### config.mk
export PLATFORM = sky130hd
export DESIGN_NAME = des_perm_engine
export DESIGN_NICKNAME = d
export VERILOG_FILES = /design/src/rtl/des_perm_engine.sv
export SDC_FILE = /design/constraint.sdc
export NUM_CORES = 1
export LEC_CHECK = 0
export BUFFER_PORTS_ARGS = -buffer_cell sky130_fd_sc_hd__buf_2
export CAP_MARGIN = 15
export CORE_UTILIZATION = 57
export DETAILED_ROUTE_END_ITERATION = 10
export MAX_ROUTING_LAYER = met4
export PLACE_DENSITY_LB_ADDON = 0.25
export RECOVER_POWER = 50
export SLEW_MARGIN = 10
export SYNTH_ARGS = -nofsm -noshare
export SYNTH_HDL_FRONTEND = slang
export SYNTH_SLANG_ARGS = --single-unit
export TNS_END_PERCENT = 1
### constraint.sdc
create_clock -name clk -period 1.8 [get_ports clk]
set_input_delay 0 -clock clk [delete_from_list [all_inputs] [get_ports clk]]
set_output_delay 0 -clock clk [all_outputs]
set_load 0.01 [all_outputs]
### src/rtl/des_perm_engine.sv
// Registered DES permutation engine (IP, FP, E, P, PC-1, PC-2) behind a valid/ready FIFO output buffer.
// Optional: define DES_PERM_ERRCNT_EN to add a saturating illegal-mode counter on err_count.
module des_perm_engine #(
    parameter int FIFO_DEPTH = 2,
    parameter int CNT_W      = 8
) (
    input  logic              clk,
    input  logic              rst_n,
    input  logic              in_valid,
    output logic              in_ready,
    input  logic [2:0]        in_mode,
    input  logic [63:0]       in_data,
    output logic              out_valid,
    input  logic              out_ready,
    output logic [2:0]        out_mode,
    output logic [63:0]       out_data,
    output logic              out_err
`ifdef DES_PERM_ERRCNT_EN
    ,
    output logic [CNT_W-1:0]  err_count
`endif
);

    localparam int PTR_W = (FIFO_DEPTH > 1) ? $clog2(FIFO_DEPTH) : 1;
    localparam int OCC_W = $clog2(FIFO_DEPTH) + 1;
    localparam logic [OCC_W-1:0] DEPTH_OCC = OCC_W'(FIFO_DEPTH);
    localparam logic [OCC_W-1:0] ONE_OCC   = OCC_W'(1);
    localparam logic [PTR_W-1:0] LAST_PTR  = PTR_W'(FIFO_DEPTH - 1);

    localparam logic [2:0] MODE_IP  = 3'd0;
    localparam logic [2:0] MODE_FP  = 3'd1;
    localparam logic [2:0] MODE_E   = 3'd2;
    localparam logic [2:0] MODE_P   = 3'd3;
    localparam logic [2:0] MODE_PC1 = 3'd4;
    localparam logic [2:0] MODE_PC2 = 3'd5;

    // FIPS 46 tables, 1-based and MSB-first: entry j names the source bit for output position j+1.
    localparam int IP_T [64] = '{
        58, 50, 42, 34, 26, 18, 10, 2,
        60, 52, 44, 36, 28, 20, 12, 4,
        62, 54, 46, 38, 30, 22, 14, 6,
        64, 56, 48, 40, 32, 24, 16, 8,
        57, 49, 41, 33, 25, 17,  9, 1,
        59, 51, 43, 35, 27, 19, 11, 3,
        61, 53, 45, 37, 29, 21, 13, 5,
        63, 55, 47, 39, 31, 23, 15, 7
    };

    localparam int FP_T [64] = '{
        40, 8, 48, 16, 56, 24, 64, 32,
        39, 7, 47, 15, 55, 23, 63, 31,
        38, 6, 46, 14, 54, 22, 62, 30,
        37, 5, 45, 13, 53, 21, 61, 29,
        36, 4, 44, 12, 52, 20, 60, 28,
        35, 3, 43, 11, 51, 19, 59, 27,
        34, 2, 42, 10, 50, 18, 58, 26,
        33, 1, 41,  9, 49, 17, 57, 25
    };

    localparam int E_T [48] = '{
        32,  1,  2,  3,  4,  5,
         4,  5,  6,  7,  8,  9,
         8,  9, 10, 11, 12, 13,
        12, 13, 14, 15, 16, 17,
        16, 17, 18, 19, 20, 21,
        20, 21, 22, 23, 24, 25,
        24, 25, 26, 27, 28, 29,
        28, 29, 30, 31, 32,  1
    };

    localparam int P_T [32] = '{
        16,  7, 20, 21, 29, 12, 28, 17,
         1, 15, 23, 26,  5, 18, 31, 10,
         2,  8, 24, 14, 32, 27,  3,  9,
        19, 13, 30,  6, 22, 11,  4, 25
    };

    localparam int PC1_T [56] = '{
        57, 49, 41, 33, 25, 17,  9,
         1, 58, 50, 42, 34, 26, 18,
        10,  2, 59, 51, 43, 35, 27,
        19, 11,  3, 60, 52, 44, 36,
        63, 55, 47, 39, 31, 23, 15,
         7, 62, 54, 46, 38, 30, 22,
        14,  6, 61, 53, 45, 37, 29,
        21, 13,  5, 28, 20, 12,  4
    };

    localparam int PC2_T [48] = '{
        14, 17, 11, 24,  1,  5,
         3, 28, 15,  6, 21, 10,
        23, 19, 12,  4, 26,  8,
        16,  7, 27, 20, 13,  2,
        41, 52, 31, 37, 47, 55,
        30, 40, 51, 45, 33, 48,
        44, 49, 39, 56, 34, 53,
        46, 42, 50, 36, 29, 32
    };

    typedef enum logic [1:0] {
        ST_EMPTY   = 2'd0,
        ST_PARTIAL = 2'd1,
        ST_FULL    = 2'd2
    } buf_state_e;

    buf_state_e       stateQ, stateD;
    logic [OCC_W-1:0] countQ, countD;
    logic [PTR_W-1:0] wrPtrQ, wrPtrD, rdPtrQ, rdPtrD;
    logic [63:0]      dataQ [FIFO_DEPTH];
    logic [2:0]       modeQ [FIFO_DEPTH];
    logic             errQ  [FIFO_DEPTH];

    logic [63:0] ipRes, fpRes;
    logic [47:0] eRes, pc2Res;
    logic [31:0] pRes;
    logic [55:0] pc1Res;
    logic [63:0] permD;
    logic        errD;
    logic        push, pop;

    // Each table is pure wiring; an n-bit field takes source bit k from in_data[n-k].
    for (genvar g = 0; g < 64; g++) begin : g_ip_fp
        assign ipRes[63 - g] = in_data[64 - IP_T[g]];
        assign fpRes[63 - g] = in_data[64 - FP_T[g]];
    end
    for (genvar g = 0; g < 48; g++) begin : g_e_pc2
        assign eRes[47 - g]   = in_data[32 - E_T[g]];
        assign pc2Res[47 - g] = in_data[56 - PC2_T[g]];
    end
    for (genvar g = 0; g < 32; g++) begin : g_p
        assign pRes[31 - g] = in_data[32 - P_T[g]];
    end
    for (genvar g = 0; g < 56; g++) begin : g_pc1
        assign pc1Res[55 - g] = in_data[64 - PC1_T[g]];
    end

    always_comb begin
        permD = '0;
        errD  = 1'b0;
        case (in_mode)
            MODE_IP:  permD = ipRes;
            MODE_FP:  permD = fpRes;
            MODE_E:   permD = {16'b0, eRes};
            MODE_P:   permD = {32'b0, pRes};
            MODE_PC1: permD = {8'b0, pc1Res};
            MODE_PC2: permD = {16'b0, pc2Res};
            default:  errD  = 1'b1;
        endcase
    end

    assign in_ready  = (stateQ != ST_FULL);
    assign out_valid = (stateQ != ST_EMPTY);
    assign push      = in_valid && in_ready;
    assign pop       = out_valid && out_ready;

    function automatic logic [PTR_W-1:0] nextPtr(input logic [PTR_W-1:0] p);
        return (p == LAST_PTR) ? '0 : p + PTR_W'(1);
    endfunction

    always_comb begin
        stateD = stateQ;
        countD = countQ;
        wrPtrD = push ? nextPtr(wrPtrQ) : wrPtrQ;
        rdPtrD = pop  ? nextPtr(rdPtrQ) : rdPtrQ;
        if (push && !pop) begin
            countD = countQ + ONE_OCC;
        end else if (pop && !push) begin
            countD = countQ - ONE_OCC;
        end
        case (stateQ)
            ST_EMPTY: begin
                if (push) begin
                    stateD = (DEPTH_OCC == ONE_OCC) ? ST_FULL : ST_PARTIAL;
                end
            end
            ST_PARTIAL: begin
                if (push && !pop && (countQ == DEPTH_OCC - ONE_OCC)) begin
                    stateD = ST_FULL;
                end else if (pop && !push && (countQ == ONE_OCC)) begin
                    stateD = ST_EMPTY;
                end
            end
            ST_FULL: begin
                if (pop) begin
                    stateD = (DEPTH_OCC == ONE_OCC) ? ST_EMPTY : ST_PARTIAL;
                end
            end
            default: stateD = ST_EMPTY;
        endcase
    end

    always_ff @(posedge clk or negedge rst_n) begin
        if (!rst_n) begin
            stateQ <= ST_EMPTY;
            countQ <= '0;
            wrPtrQ <= '0;
            rdPtrQ <= '0;
        end else begin
            stateQ <= stateD;
            countQ <= countD;
            wrPtrQ <= wrPtrD;
            rdPtrQ <= rdPtrD;
        end
    end

    // Storage is cleared on reset so the head reads as all-zero until the first push.
    always_ff @(posedge clk or negedge rst_n) begin
        if (!rst_n) begin
            for (int i = 0; i < FIFO_DEPTH; i++) begin
                dataQ[i] <= '0;
                modeQ[i] <= '0;
                errQ[i]  <= 1'b0;
            end
        end else if (push) begin
            dataQ[wrPtrQ] <= permD;
            modeQ[wrPtrQ] <= in_mode;
            errQ[wrPtrQ]  <= errD;
        end
    end

    assign out_data = dataQ[rdPtrQ];
    assign out_mode = modeQ[rdPtrQ];
    assign out_err  = errQ[rdPtrQ];

`ifdef DES_PERM_ERRCNT_EN
    logic [CNT_W-1:0] errCntQ, errCntD;

    always_comb begin
        errCntD = errCntQ;
        if (push && errD && !(&errCntQ)) begin
            errCntD = errCntQ + CNT_W'(1);
        end
    end

    always_ff @(posedge clk or negedge rst_n) begin
        if (!rst_n) begin
            errCntQ <= '0;
        end else begin
            errCntQ <= errCntD;
        end
    end

    assign err_count = errCntQ;
`else
`endif

endmodule

==> results of run 1 <==
-- kinds of logic (layout without fill, tap and decap cells) --
family / count (synthesis) / in the layout / synth area share
buf+inv: 87 / 237 / 0.0550
simple gates: 212 / 212 / 0.112
compound gates: 286 / 286 / 0.211
fa+ha+maj: 3 / 3 / 0.00437
xor+xnor: 3 / 3 / 0.00306
mux: 153 / 153 / 0.201
flops: 142 / 142 / 0.413
-- final timing paths --
kind                                 to  cells past startpoint
max in group asynchronous     dataQ[71]                      3
hold / removal                dataQ[98]                      3
setup reg to reg              dataQ[26]                      6
min in group asynchronous     countQ[1]                      2
setup / recovery           out_data[22]                      3
hold reg to reg                modeQ[2]                      2
-- power breakdown --
| group | internal [W] | switching (W) |
|---|---|---|
| logic | 0.00234 | 0.00274 |
| clock network | 0.00216 | 0.00132 |
| registers | 0.00420 | 0.000564 |
| total | 0.00871 | 0.00462 |
-- cells in the final DEF (no fill, tap or decap), drive strengths merged, types with 4 or more instances in the layout --
cell type	count
mux4	7
a31oi	6
clkbuf	27
inv	9
o21ai	111
nand3	10
o22ai	5
a22oi	6
o2bb2ai	5
nor3b	4
a32oi	9
buf	187
mux2i	60
a22o	41
nand2	128
a21o	12
and3	5
clkinv	5
dfrtp	142
nand3b	10
nor2	27
mux2	86
a211oi	18
dlygate4sd3	4
nand2b	15
a21oi	60
nor2b	5
-- final cells by class --
class                      instances  area share
tap                              184      0.0225
timing repair buffer             198       0.124
multi-input combinational        657       0.447
inverter                           8     0.00293
sequential                       142       0.347
clock buffer                      20      0.0427
clock inverter                    11      0.0139
-- critical path: stages, from the launching register on --
cell and delay (ns):
dfrtp_2 0.39, buf_4 0.35, mux2_2 0.39, buf_2 0.14
-- flip-flops by register name, indices dropped and copies added (netlist names) --
| register | count |
|---|---|
| errQ | 2 |
| modeQ | 6 |
| wrPtrQ | 1 |
| countQ | 2 |
| rdPtrQ | 1 |
| stateQ | 2 |
| dataQ | 128 |
-- per-layer routing --
layer,up-vias,track usage,routed length [µm]
met3,93,0.0709,2540
met2,503,0.557,12500
met5,-,-,0
li1,3505,-,-
met4,0,0.157,1080
met1,3845,0.505,11300
-- what timing repair did --
action,CTS,global route
setup buffers,0,1
endpoints found under the hold margin,69,0
gates resized for setup,0,1
setup endpoints to repair,0,3
hold buffers,4,0
-- per-stage QoR --
step	area [µm²]	hold WS (ns)
floorplan	8600	-0.296
finish	10200	0.0343
global placement	9650	0.0140
detailed placement	9650	0.0145
global route	10200	0.0453
CTS	10300	0.0135
==> results.py, run 1 <==
metrics = {
    "clock_tree": {
        "cts_root_buf": "clkbuf_16",
        "clk-insertion-delay-late_ns": 0.43,
        "path_clk_slew_ns": 0.06,
        "h-tree-depth": 4,
        "clockBufferDepth": 2,
        "cts_sinks": 142,
        "cts_tree": "done",
        "numCtsBuffers": 17,
    },
    "final_layout": {
        "nets": 1098,
        "drive_above_1_share": 0.310,
        "instances_no_fill": 1220,
        "fin_util": 0.699,
        "area_growth_pct": 19.0,
        "diodes": 0,
        "fill_cells": 1177,
        "multi_input_area_mm2": 0.00457,
        "seqCellArea_mm2": 0.00356,
    },
    "power_and_ir_drop": {
        "leakagePower_nw": 4.90,
        "p_total_w": 0.0133,
        "peakVddDrop_mv": 0.757,
        "powerDensity_mw_per_mm2": 1300,
    },
    "floorplanning": {
        "io_pins": 141,
        "start_util": 0.587,
        "core-area_mm2": 0.0146,
        "die_h_um": 125,
        "fp.dieW_um": 125,
        "rows": 44,
        "dieArea_mm2": 0.0156,
    },
    "timing": {
        "setup_tns_ns": 0,
        "fin_ws_ns": 0.0832,
        "fmax_ghz": 0.582,
        "tightestPinTransition_ns": 0.959,
        "setup_viol": 0,
        "skew_ns": 0.00752,
        "maxSlewHeadroom": 0.361,
        "drv_slew": 0,
        "finalHoldViolCount": 0,
        "rsz0062_at_grt": "no",
        "fin_crit_ns": 1.72,
        "timing.final.crit_share": 0.954,
    },
    "synth": {
        "ys_seq_area_frac": 0.413,
        "netlist_area_mm2": 0.00860,
        "ys_top_cells_by_count": "142 x dfrtp_1, 128 x nand2_1, 81 x mux2_2, 74 x o21ai_1, 60 x mux2i_1",
        "synth.largest_area_cell": "dfrtp_1",
        "syn_area_per_cell_um2": 9.71,
        "synth_top_area_share": 0.413,
        "async_reset_ff_frac": 1.00,
        "ys_top_cells_by_area": "dfrtp_1 41%, mux2_2 11%, mux2i_1 7.0%",
        "yosysMostFrequentCell": "dfrtp_1",
        "yosysUniqueCellTypes": 52,
        "syn-num-nets": 960,
        "syn_inst": 886,
        "synth_edf_count": 0,
        "ys_warn_count": 0,
        "ys_ff_latch": 142,
        "synth-main-ff-cell": "dfrtp_1",
    },
    "grt": {
        "grt_max_degree": 60,
        "grt_overflow": 0,
        "grt.total_usage": 0.374,
        "grt_pass1_vias": 7629,
        "grt_pass1_wl_um": 43200,
        "antenna_found_initial": 0,
    },
    "status": {
        "violations": "DRC",
        "status": "complete, but fails checks",
    },
    "drt": {
        "detail_route.vias_per_cell": 6.51,
        "drcViolationCount": 12,
        "drt_iter0_drc": 976,
        "dr.pass1.iters": 9,
        "num_vias": 7946,
        "ant_nets": 0,
        "wl_um": 27400,
        "wire_per_inst_um": 22.5,
    },
    "placed_design": {
        "preCtsSetupSlack_ns": 0.161,
        "dpl.cell_count": 1184,
        "portBuffers": 140,
        "gp_congestion": 0.984,
        "dp_hpwl_um": 19200,
    },
    "worst_setup_path": {
        "r2r_start": "stateQ[0]",
        "cp.arrival_ns": 1.72,
        "worstSetupStartpoint": "rdPtrQ",
        "start_kind": "flip-flop",
        "ff2ff_setup_slack_ns": 0.10,
        "end_kind": "primary output",
        "cp_max_fo": 25,
        "critical_path_class": "flip-flop to primary output",
        "required_ns": 1.80,
    },
    "min_path": {
        "hold_path_class": "input port to flip-flop",
        "hold_start": "in_data[23]",
    },
    "run": {
        "cap_violations": 0,
    },
}
No activity file was read; power rests on OpenSTA's default activity.
==> run 2, diff against run 1 <==
- CORE_ASPECT_RATIO: not set -> 0.8
- CORE_MARGIN: not set -> 1.5
- clock period: 1.8 -> 1.7 ns (I/O delays scaled with it)
==> results.py, run 2 (synthesis results as in run 1) <==
metrics = {
    "timing": {
        "timing.final.crit_share": 1.03,
        "maxSlewHeadroom": 0.212,
        "rsz0062_at_grt": "yes",
        "fin_ws_ns": -0.0502,
        "fmax_ghz": 0.571,
        "fin_hold_ws_ns": 0.0281,
        "drv_slew": 0,
        "skew_ns": 0.00785,
        "setup_viol": 56,
        "finalHoldViolCount": 0,
        "fin_crit_ns": 1.75,
        "tightestPinTransition_ns": 1.18,
    },
    "worst_setup_path": {
        "crit_slowest_cell": "dfrtp_2",
        "cp.arrival_ns": 1.75,
        "cp_max_fo": 69,
        "crit_path_max_incr_delay_ns": 0.40,
        "cp_top_family": "buffers and inverters",
        "required_ns": 1.70,
        "start_kind": "flip-flop",
        "end_kind": "primary output",
        "critical_path_class": "flip-flop to primary output",
        "path_cells": "buf_16 -> mux2_2 -> buf_2",
        "worst-path-buf-inv": 2,
    },
    "power_and_ir_drop": {
        "peakVddDrop_mv": 0.960,
        "p_total_w": 0.0143,
        "powerDensity_mw_per_mm2": 1380,
        "leakagePower_nw": 4.95,
    },
    "grt": {
        "grt_max_degree": 70,
        "grt_pass1_wl_um": 42700,
        "busiest_layer": "met2",
        "grtUsageMet3": 0.0758,
        "grt.met1_usage": 0.510,
        "grt.total_usage": 0.365,
        "grt_overflow": 0,
        "grt_pass1_vias": 7521,
        "use_met2": 0.536,
        "antenna_found_initial": 1,
    },
    "final_layout": {
        "nets": 1104,
        "largest_reg_flops": 128,
        "drive_above_1_share": 0.319,
        "layout_common_cells": "141 x dfrtp_1, 134 x buf_2, 128 x nand2_1",
        "mostFrequentLayoutCell": "dfrtp_1",
        "seqCellArea_mm2": 0.00355,
        "area_growth_pct": 20.4,
        "instances_no_fill": 1228,
        "fin_util": 0.714,
        "top_register": "dataQ",
        "multi_input_area_mm2": 0.00459,
        "fill_cells": 1129,
        "reg_top3": "dataQ: 128 flops, modeQ: 6 flops",
    },
    "drt": {
        "wl_um": 27300,
        "wire_per_inst_um": 22.2,
        "ant_nets": 0,
        "num_vias": 7856,
        "drcViolationCount": 0,
        "drt_iter0_drc": 984,
        "dr.pass1.iters": 8,
        "detail_route.vias_per_cell": 6.40,
    },
    "floorplanning": {
        "dieArea_mm2": 0.0158,
        "rows": 39,
        "die_h_um": 113,
        "fp.dieW_um": 140,
        "io_pins": 141,
        "core-area_mm2": 0.0145,
        "start_util": 0.593,
    },
    "clock_tree": {
        "numCtsBuffers": 17,
        "cts_tree": "done",
        "cts_root_buf": "clkbuf_16",
        "clockBufferDepth": 2,
        "clk-insertion-delay-late_ns": 0.43,
        "cts_sinks": 142,
        "path_clk_slew_ns": 0.07,
        "h-tree-depth": 4,
    },
    "placed_design": {
        "portBuffers": 140,
        "gp_congestion": 0.979,
        "dpl.cell_count": 1191,
        "dp_hpwl_um": 19100,
        "preCtsSetupSlack_ns": -0.00777,
    },
    "run": {
        "cap_violations": 0,
    },
    "min_path": {
        "hold_path_class": "input port to flip-flop",
    },
    "status": {
        "violations": "setup timing",
        "status": "complete, but fails checks",
    },
}
run 2: cell count changes in the layout (fill, tap and decap cells not counted), moves of 3 or more:
cell      previous run  this run
o21ai_1             62        74
o21ai_0             49        37
buf_4               38        51
mux2_4               1         4
clkbuf_1             6         2
buf_2              137       134
clkinv_2             4         0
mux2_2              81        78
buf_6                2         5
run 2: worst register-to-register path, stage by stage, from the launching register on:
cell       delay (ns)
dfrtp_1          0.44
or2_2            0.31
nand2_1          0.13
inv_1            0.06
ha_1             0.19
o211ai_1         0.15
o21ai_0          0.13
o2bb2ai_1        0.19
run 2: routing by layer:
layer	wire length [µm]	part of all wire
met5	0	0
met2	12200	0.45
met4	736	0.027
met3	2690	0.098
met1	11700	0.43
run 2: final timing paths:
kind,startpoint,to,slack [ns],cells after the start
max reg2reg,stateQ[0],stateQ[0],0.01,7
min reg2reg,dataQ[88],dataQ[88],0.48,2
min,in_data[23],dataQ[98],0.03,3
max in group asynchronous,rst_n,dataQ[19],0.31,3
min in group asynchronous,rst_n,rdPtrQ,0.34,2
max,rdPtrQ,out_data[7],-0.05,3
run 2: power breakdown:
group / internal, W / switching [W]
registers: 0.00445 / 0.000586
clock network: 0.00225 / 0.00153
logic: 0.00259 / 0.00291
total: 0.00929 / 0.00502
run 2: metrics by stage:
stage | TNS [ns] | cell area, µm²
floorplan | 0 | 8600
global placement | 0 | 9690
detailed placement | -0.00777 | 9690
CTS | -1.12 | 10300
global route | -4.21 | 10400
finish | -1.21 | 10400
run 2: timing repair:
| action | in CTS | in global routing |
|---|---|---|
| hold buffers | 3 | 0 |
| setup buffers | 0 | 1 |
| setup endpoints to repair | 69 | 87 |
| pin swaps | 1 | 0 |
| endpoints found under the hold margin | 146 | 0 |
| gates cloned | 0 | 0 |
| gates resized for setup | 2 | 5 |
run 2: final cells by class:
cell class,instances,share of cell area
clock inverter,11,0.0129
inverter,8,0.00290
clock buffer,21,0.0445
multi-input combinational,657,0.443
tap,184,0.0222
sequential,142,0.343
antenna,1,0.000242
timing repair buffer,204,0.131
==> run 3, diff against run 2 <==
- CAP_MARGIN: 15 -> not set
- SKIP_LAST_GASP: not set -> 1
==> results.py, run 3 (synthesis results as in run 1) <==
metrics = {
    "status": {
        "status": "completed",
    },
    "floorplanning": {
        "rows": 39,
        "fp.dieW_um": 140,
        "die_h_um": 113,
        "start_util": 0.593,
        "dieArea_mm2": 0.0158,
        "core-area_mm2": 0.0145,
        "io_pins": 141,
    },
    "timing": {
        "fmax_ghz": 0.589,
        "setup_viol": 0,
        "finalHoldViolCount": 0,
        "tightestPinTransition_ns": 1.19,
        "maxSlewHeadroom": 0.208,
        "timing.final.crit_share": 0.999,
        "setup_tns_ns": 0,
        "rsz0062_at_grt": "yes",
        "skew_ns": 0.00886,
        "drv_slew": 0,
        "fin_crit_ns": 1.70,
    },
    "power_and_ir_drop": {
        "powerDensity_mw_per_mm2": 1390,
        "peakVddDrop_mv": 0.903,
        "leakagePower_nw": 4.95,
    },
    "min_path": {
        "hold_path_class": "input port to flip-flop",
        "hold_start": "in_data[23]",
    },
    "grt": {
        "antenna_found_initial": 1,
        "grt.total_usage": 0.364,
        "grt_overflow": 0,
        "grt_pass1_wl_um": 42600,
        "grt_pass1_vias": 7503,
        "grt_max_degree": 70,
    },
    "drt": {
        "num_vias": 7952,
        "ant_nets": 0,
        "drt_iter0_drc": 921,
        "dr.pass1.iters": 8,
        "drcViolationCount": 0,
        "wire_per_inst_um": 22.4,
        "wl_um": 27600,
        "detail_route.vias_per_cell": 6.47,
    },
    "final_layout": {
        "fill_cells": 1125,
        "drive_above_1_share": 0.322,
        "layout_common_cells": "140 x dfrtp_1, 137 x buf_2, 127 x nand2_1",
        "largest_reg_flops": 128,
        "area_growth_pct": 20.5,
        "top_register": "dataQ",
        "instances_no_fill": 1230,
        "nets": 1106,
        "reg_top3": "dataQ: 128 flops, modeQ: 6 flops",
        "mostFrequentLayoutCell": "dfrtp_1",
    },
    "clock_tree": {
        "clk-insertion-delay-late_ns": 0.43,
        "cts_tree": "done",
        "cts_sinks": 142,
        "path_clk_slew_ns": 0.06,
        "cts_root_buf": "clkbuf_16",
        "clockBufferDepth": 2,
        "h-tree-depth": 4,
        "numCtsBuffers": 17,
    },
    "worst_setup_path": {
        "cp.arrival_ns": 1.70,
        "reg2reg_depth": 5,
        "critical_path_class": "flip-flop to primary output",
        "crit_slowest_cell": "dfrtp_2",
        "worst-path-buf-inv": 2,
        "crit_path_max_incr_delay_ns": 0.45,
        "ff2ff_setup_slack_ns": 0.02,
        "cp_max_fo": 34,
        "path_depth": 3,
        "end_kind": "primary output",
        "crit_end": "out_data[48]",
        "cp_top_family": "flip-flops",
        "worstSetupStartpoint": "rdPtrQ",
        "r2r_start": "stateQ[1]",
        "required_ns": 1.70,
        "reg2reg_to": "dataQ[97]",
        "start_kind": "flip-flop",
        "path_cells": "clkbuf_16 -> mux2_2 -> buf_2",
    },
    "run": {
        "cap_violations": 0,
    },
    "placed_design": {
        "gp_congestion": 0.979,
        "dp_hpwl_um": 19100,
        "portBuffers": 140,
        "dpl.cell_count": 1191,
    },
}
[run 3: worst min path at each step]
stage | endpoint | slack, ns | cells past startpoint
4_1_cts | dataQ[98] | 0.02 | 3
3_3_place_gp | countQ[1] | -0.03 | 1
2_1_floorplan | countQ[0] | -0.30 | 0
3_5_place_dp | rdPtrQ | -0.03 | 1
6_report | dataQ[98] | 0.03 | 3
5_1_grt | dataQ[98] | 0.03 | 3
[run 3: repair_timing]
action                                  in CTS  in global routing
buffers inserted                             0                  2
cloned                                       0                  1
pin swaps                                    0                  1
hold buffers                                 3                  0
resized for setup                            1                  2
endpoints found under the setup margin      69                 87
endpoints found under the hold margin      146                  0
[run 3: layout make-up]
cell class | instances | area, µm² | area share
antenna | 1 | 2.50 | 0.000242
tap | 184 | 230 | 0.0222
inverter | 8 | 30.0 | 0.00290
multi-input combinational | 657 | 4580 | 0.442
timing repair buffer | 206 | 1370 | 0.132
clock inverter | 11 | 134 | 0.0129
clock buffer | 21 | 460 | 0.0444
sequential | 142 | 3560 | 0.343
[run 3: worst min-delay path: cells and delay by family]
kind                   cells  cell delay [ns]
buffers and inverters      1             0.16
AOI/OAI and AO/OA          2             0.27
[run 3: per-stage QoR]
step / total power (W) / util / area, µm² / setup slack, ns / hold slack, ns
after floorplan: 0.00843 / - / 8600 / 0.186 / -0.296
after global placement: 0.0102 / 0.669 / 9690 / 0.120 / -0.0310
after detailed placement: 0.0104 / 0.669 / 9690 / -0.00777 / -0.0279
after CTS: 0.0142 / 0.712 / 10300 / -0.0454 / 0.0180
after global routing: 0.0151 / 0.715 / 10400 / -0.0473 / 0.0287
final: 0.0144 / 0.715 / 10400 / 0.00211 / 0.0314
[run 3: where the power goes]
| part | total, W | internal (W) | leakage (nW) | switching (W) |
|---|---|---|---|---|
| sequential | 0.00505 | 0.00445 | 1.84 | 0.000599 |
| combinational | 0.00554 | 0.00259 | 2.84 | 0.00295 |
| clock | 0.00377 | 0.00225 | 0.277 | 0.00151 |
| total | 0.0144 | 0.00929 | 4.95 | 0.00506 |
[run 3: routing by layer]
layer / wire, µm / global-route usage / vias up
li1: - / - / 3531
met1: 11700 / 0.509 / 3855
met2: 12400 / 0.534 / 496
met3: 2790 / 0.0762 / 70
met4: 675 / 0.114 / 0
met5: 0 / - / -
